`src/rtl/slot_sequencer.sv`:
```
// ============================================================================
// Module   : slot_sequencer
// Brief    : Frame/slot timer driving a hit/gnd pulse burst, hush and listen
//            window per time slot.
// Revision : 1.0
// ============================================================================
`default_nettype none

module slot_sequencer #(
    parameter int NSLOT = 4
) (
    input  logic        clk,
    input  logic        rst,
    input  logic        i_enable,
    input  logic [15:0] i_ts_time_0,
    input  logic [15:0] i_ts_time_1,
    input  logic [15:0] i_ts_time_2,
    input  logic [15:0] i_ts_time_3,
    input  logic [3:0]  i_pulse_mask,
    input  logic [7:0]  i_pulse_hit,
    input  logic [7:0]  i_pulse_gnd,
    input  logic [3:0]  i_pulse_count,
    input  logic [15:0] i_pulse_hush,
    output logic [1:0]  o_slot,
    output logic        o_slot_start,
    output logic [3:0]  o_hit,
    output logic [3:0]  o_gnd,
    output logic        o_hush,
    output logic        o_adc_en,
    output logic        o_busy
);

    typedef enum logic [2:0] {
        S_IDLE   = 3'd0,
        S_LOAD   = 3'd1,
        S_HIT    = 3'd2,
        S_GND    = 3'd3,
        S_HUSH   = 3'd4,
        S_LISTEN = 3'd5
    } state_t;

    localparam logic [1:0] c_LAST_SLOT = 2'(NSLOT - 1);

    state_t      state_q, state_d;
    logic [1:0]  slot_q, slot_d;
    logic [15:0] timer_q, timer_d;
    logic [7:0]  phase_q, phase_d;
    logic [3:0]  pulses_q, pulses_d;
    logic [3:0]  mask_q, mask_d;
    logic [7:0]  hit_q, hit_d;
    logic [7:0]  gnd_q, gnd_d;
    logic [15:0] hush_q, hush_d;

    logic        slot_start_q;
    logic [3:0]  hit_en_q, gnd_en_q;
    logic        hush_en_q, adc_en_q, busy_q;

    logic        w_load;
    logic [15:0] w_ts;
    logic        w_expire;
    logic [1:0]  w_slot_next;
    logic [15:0] w_hush;
    logic        w_go_burst;
    logic        w_go_hush;
    logic [3:0]  w_pairs;

    assign w_load      = (state_q == S_LOAD);
    assign w_slot_next = (slot_q == c_LAST_SLOT) ? 2'd0 : slot_q + 2'd1;
    assign w_hush      = w_load ? i_pulse_hush : hush_q;

    always_comb begin
        w_ts = i_ts_time_0;
        case (slot_q)
            2'd0:    w_ts = i_ts_time_0;
            2'd1:    w_ts = i_ts_time_1;
            2'd2:    w_ts = i_ts_time_2;
            default: w_ts = i_ts_time_3;
        endcase
    end

    // In LOAD the timer is not yet loaded, so a 0/1-tick slot expires here.
    assign w_expire = w_load ? (w_ts <= 16'd1) : (timer_q == 16'd0);

    always_comb begin
        state_d    = state_q;
        slot_d     = slot_q;
        timer_d    = timer_q;
        phase_d    = phase_q;
        pulses_d   = pulses_q;
        mask_d     = w_load ? i_pulse_mask  : mask_q;
        hit_d      = w_load ? i_pulse_hit   : hit_q;
        gnd_d      = w_load ? i_pulse_gnd   : gnd_q;
        hush_d     = w_hush;
        w_go_burst = 1'b0;
        w_go_hush  = 1'b0;
        w_pairs    = 4'd0;

        case (state_q)
            S_IDLE: begin
                if (i_enable) begin
                    state_d = S_LOAD;
                    slot_d  = 2'd0;
                end
            end
            default: begin
                if (w_expire) begin
                    timer_d  = 16'd0;
                    phase_d  = 8'd0;
                    pulses_d = 4'd0;
                    if (i_enable) begin
                        state_d = S_LOAD;
                        slot_d  = w_slot_next;
                    end else begin
                        state_d = S_IDLE;
                    end
                end else begin
                    timer_d = w_load ? (w_ts - 16'd2) : (timer_q - 16'd1);
                    case (state_q)
                        S_LOAD: begin
                            w_go_burst = 1'b1;
                            w_pairs    = i_pulse_count;
                        end
                        S_HIT: begin
                            if (phase_q != 8'd0) begin
                                phase_d = phase_q - 8'd1;
                            end else if (gnd_q != 8'd0) begin
                                state_d = S_GND;
                                phase_d = gnd_q - 8'd1;
                            end else begin
                                w_go_burst = 1'b1;
                                w_pairs    = pulses_q;
                            end
                        end
                        S_GND: begin
                            if (phase_q != 8'd0) begin
                                phase_d = phase_q - 8'd1;
                            end else begin
                                w_go_burst = 1'b1;
                                w_pairs    = pulses_q;
                            end
                        end
                        S_HUSH: begin
                            if (hush_q != 16'd0) begin
                                hush_d = hush_q - 16'd1;
                            end else begin
                                state_d = S_LISTEN;
                            end
                        end
                        default: ;
                    endcase

                    // Start the next pair, skipping zero-length phases.
                    if (w_go_burst) begin
                        if (w_pairs == 4'd0) begin
                            w_go_hush = 1'b1;
                        end else if (hit_d != 8'd0) begin
                            state_d  = S_HIT;
                            phase_d  = hit_d - 8'd1;
                            pulses_d = w_pairs - 4'd1;
                        end else if (gnd_d != 8'd0) begin
                            state_d  = S_GND;
                            phase_d  = gnd_d - 8'd1;
                            pulses_d = w_pairs - 4'd1;
                        end else begin
                            w_go_hush = 1'b1;
                        end
                    end

                    if (w_go_hush) begin
                        if (w_hush != 16'd0) begin
                            state_d = S_HUSH;
                            hush_d  = w_hush - 16'd1;
                        end else begin
                            state_d = S_LISTEN;
                        end
                    end
                end
            end
        endcase
    end

    always_ff @(posedge clk or posedge rst) begin
        if (rst) begin
            state_q      <= S_IDLE;
            slot_q       <= 2'd0;
            timer_q      <= 16'd0;
            phase_q      <= 8'd0;
            pulses_q     <= 4'd0;
            mask_q       <= 4'd0;
            hit_q        <= 8'd0;
            gnd_q        <= 8'd0;
            hush_q       <= 16'd0;
            slot_start_q <= 1'b0;
            hit_en_q     <= 4'd0;
            gnd_en_q     <= 4'd0;
            hush_en_q    <= 1'b0;
            adc_en_q     <= 1'b0;
            busy_q       <= 1'b0;
        end else begin
            state_q      <= state_d;
            slot_q       <= slot_d;
            timer_q      <= timer_d;
            phase_q      <= phase_d;
            pulses_q     <= pulses_d;
            mask_q       <= mask_d;
            hit_q        <= hit_d;
            gnd_q        <= gnd_d;
            hush_q       <= hush_d;
            slot_start_q <= (state_d == S_LOAD);
            hit_en_q     <= (state_d == S_HIT) ? mask_d : 4'd0;
            gnd_en_q     <= (state_d == S_GND) ? mask_d : 4'd0;
            hush_en_q    <= (state_d == S_HUSH);
            adc_en_q     <= (state_d == S_LISTEN);
            busy_q       <= (state_d != S_IDLE);
        end
    end

    assign o_slot       = slot_q;
    assign o_slot_start = slot_start_q;
    assign o_hit        = hit_en_q;
    assign o_gnd        = gnd_en_q;
    assign o_hush       = hush_en_q;
    assign o_adc_en     = adc_en_q;
    assign o_busy       = busy_q;

endmodule

`default_nettype wire

```
`config.mk`:
```
export PLATFORM = sky130hd
export DESIGN_NAME = slot_sequencer
export DESIGN_NICKNAME = d
export VERILOG_FILES = /design/src/rtl/slot_sequencer.sv
export SDC_FILE = /design/constraint.sdc
export NUM_CORES = 1
export LEC_CHECK = 0
export CAP_MARGIN = 20
export CORE_MARGIN = 2
export CORE_UTILIZATION = 49
export CTS_CLUSTER_DIAMETER = 50
export DETAILED_ROUTE_END_ITERATION = 12
export PLACE_DENSITY_LB_ADDON = 0.15
export REMOVE_ABC_BUFFERS = 1
export SYNTH_ARGS = -nofsm -noshare
export SYNTH_HDL_FRONTEND = slang
export SYNTH_SLANG_ARGS = --single-unit
```
`constraint.sdc`:
```
create_clock -name clk -period 4.85 [get_ports clk]
set_clock_uncertainty 0.15 [all_clocks]
set_input_delay 0.97 -clock clk [delete_from_list [all_inputs] [get_ports clk]]
set_output_delay 0.97 -clock clk [all_outputs]
set_load 0.02 [all_outputs]
```
==> metrics.md, run 1 <==
| Metric | Value |
|---|---|
| Crit path DAT | 4.46 ns |
| Row Count | 42 |
| Yosys warning count | 0 |
| Ys async rst share | 1.00 |
| Max-Cap Viols | 0 |
| Postcts setup bufs | 0 |
| Drt via density | 6.15 |
| Clock transition at path regs | 0.07 ns |
| # diodes | 0 |
| Final period util | 0.896 |
| CP endpoint kind | flop |
| Via Count | 6801 |
| Hold Crit Class | flop to flop |
| Pin count of the biggest net entering global routing | 41 |
| IO Count | 121 |
| Yosys reg bits | 81 |
| Tmin final | 4.35 ns |
| CTS tree | built |
| Vias in the first global route | 6715 |
| Most frequent cell after synthesis | nand2_1 |
| Dpl cells | 1090 |
| GRT overflow | 0 |
| Drt drc | 0 |
| WHS | 0.364 ns |
| RR Endpoint | hush_q[9] |
| Total GRT Usage | 0.271 |
| Buffers on Ports | 120 |
| RD Place Congestion | 0.926 |
| Status | complete, no violations |
| Clk Latency, worst-skew pair | 0.35 ns |
| R2r startpoint | phase_q[0] |
| Final slew viol count | 0 |
| WP buf/inv | 2 |
| Slew @ Worst Pin | 0.890 ns |
| Most instantiated cells after synthesis | nand2_1 (91), dfrtp_1 (81), nor2_1 (65), nor3_1 (55), o21ai_0 (55) |
| # H-tree levels | 3 |
| Fmax | 230 MHz |
| Max clock buf depth | 2 |
| Mapped cell area | 0.00664 mm² |
| Post-synth top area share | 0.305 |
| Worst Hold Depth | 2 |
| Syn_area_per_cell | 8.03 µm² |
| Worst slew margin | 0.401 |
| Cell family with most CP delay | simple AND/OR/NAND/NOR gates |
| Initial antenna violation count | 0 |
| Post-layout util | 0.621 |
| Crit-path cells | inv_1 -> ha_1 -> or4b_4 -> or3_1 -> nor3_1 -> a22oi_1 -> ha_1 -> o21a_1 -> o41a_1 -> o211ai_4 -> buf_4 -> nand2b_1 -> o22ai_1 -> a22oi_1 |
| WP depth | 14 |
| Post-synth EDFFs | 0 |
| Num CTS Buffers | 9 |
| Largest stage delay on the critical path | 0.51 ns |
| Post-route insts no fill | 1106 |
| Core area | 0.0132 mm² |
| DR pass1 iterations | 6 |
| R2R Setup Slk | 0.50 ns |
| Critical path startpoint category | flop |
| Maximum vdd drop | 0.162 mV |
| Post-CTS resize count | 0 |
| Chip Height | 120 µm |
| Hold Fails Final Rpt | 0 |
| Final WL | 19400 µm |
| Setup violators final | 0 |
| Syn Inst Count | 826 |
| Die area | 0.0145 mm² |
| Die Width | 120 µm |
| Reg2reg path depth | 14 |
| Sequential area share after synthesis | 0.305 |
| Critical Path RT | 4.96 ns |
| CP max FO | 14 |
| Final nets | 1049 |
| Top FF cell, synth | dfrtp_1 |
| RSZ-0062 raised after global routing | false |
| PD cells | 190 mW/mm² |
| Post-route setup TNS | 0 ns |
| Initial DRC Count | 832 |
| Final HPWL DP | 14400 µm |
| CP endpoint | hush_q[9] |
| Root buf cell | clkbuf_16 |
| Cell variety after synth | 80 |
| Initial core utilization | 0.501 |
| Total power | 1.56 mW |
| Final antenna-violating net count | 0 |
| Synth area leaders | dfrtp_1 (31%), nand2_1 (5.1%), nor3_1 (4.1%) |
| Leak | 3.22 nW |
| Routed len/inst | 17.5 µm |
| Clock Sinks | 81 |
| Worst path slowest cell | or3_1 |
| Kind of critical path | flop to flop |
| Area Overhead vs Synth | 24.0% |
| CP startpoint | phase_q[0] |
| Share of cells above drive strength 1 | 0.0667 |
| # hold bufs at CTS | 0 |
| Post-synth top area cell | dfrtp_1 |
| First-pass GRT wire length | 32000 µm |
-- worst min path at each step --
stage                      startpoint          end  slack (ns)
after detailed placement    mask_q[1]    mask_q[1]        0.34
after global routing      pulses_q[1]  pulses_q[1]        0.40
after floorplan            timer_q[3]   timer_q[3]        0.31
final                       mask_q[2]    mask_q[2]        0.36
after global placement     timer_q[3]   timer_q[3]        0.33
after CTS                 pulses_q[1]  pulses_q[1]        0.37
-- placed cells by master (no fill, tap or decap), drive strengths merged, types with 5 or more instances in the layout --
master / instances
nand3b: 6
a22o: 9
a222oi: 14
inv: 35
a21oi: 53
nand2b: 5
or4: 12
buf: 19
xnor2: 26
or2: 6
o211ai: 5
and2: 6
a21o: 9
nand4: 8
and3: 5
mux2i: 25
xor2: 14
o31ai: 8
nor3: 55
ha: 17
nand3: 17
nand2: 92
a22oi: 19
nor2: 65
a31oi: 9
o22ai: 11
nor4: 25
nor3b: 5
o21ai: 62
or3: 11
clkbuf: 9
nor2b: 8
clkdlybuf4s50: 120
dfrtp: 81
-- cells by family (layout without fill, tap and decap cells) --
group,count (synthesis),in the layout,synth area share
muxes,28,28,0.0428
and+or+nand+nor,337,337,0.256
adders and majority gates,17,17,0.0321
buffers and inverters,83,187,0.0615
AOI/OAI and AO/OA,240,240,0.249
DFF,81,81,0.305
xor gates and xnor gates,40,40,0.0528
-- cell type report --
type                       instances  area (µm²)
clock inverter                     7        60.1
timing repair buffer             139        1360
tap                              176         220
inverter                          32         121
fill                            1180        5010
sequential                        81        2030
multi-input combinational        662        4220
clock buffer                       9         225
-- sequential cells by signal (all words and copies together) (netlist names), 2 cells and up --
name      count
o_slot        2
o_hit         4
timer_q      16
mask_q        4
state_q       3
o_gnd         4
pulses_q      4
hush_q       16
phase_q       8
hit_q         8
gnd_q         8
-- worst min-delay path, cell delays in order, from the launching register on --
cell,delay [ns]
dfrtp_1,0.32
mux2i_1,0.10
inv_1,0.06
-- power breakdown --
group	internal (mW)	switching, mW
Sequential	0.677	0.00224
Clock	0.356	0.316
Combinational	0.117	0.0939
Total	1.15	0.412
-- layer usage --
layer,track usage,part of all wire
met5,0,0
met4,0.0799,0.016
met3,0.0509,0.082
met2,0.457,0.48
met1,0.354,0.42
-- per-stage QoR --
| stage | setup WS, ns | instance area (µm²) |
|---|---|---|
| 2_1_floorplan | -4.43 | 6350 |
| 3_3_place_gp | 0.653 | 7940 |
| 3_5_place_dp | 0.492 | 7940 |
| 4_1_cts | 0.577 | 8230 |
| 5_1_grt | 0.294 | 8230 |
| 6_report | 0.502 | 8230 |
No activity file was read; power rests on OpenSTA's default activity.
==> run 2, diff against run 1 <==
--- a/config.mk
+++ b/config.mk
@@ -5,6 +5,7 @@
 export SDC_FILE = /design/constraint.sdc
 export NUM_CORES = 1
 export LEC_CHECK = 0
+export ABC_CLOCK_PERIOD_IN_PS = 4850
 export CAP_MARGIN = 20
 export CORE_MARGIN = 2
 export CORE_UTILIZATION = 49
==> results of run 2 <==
Same layout as run 1: the final DEF is identical, and so are final timing and power.
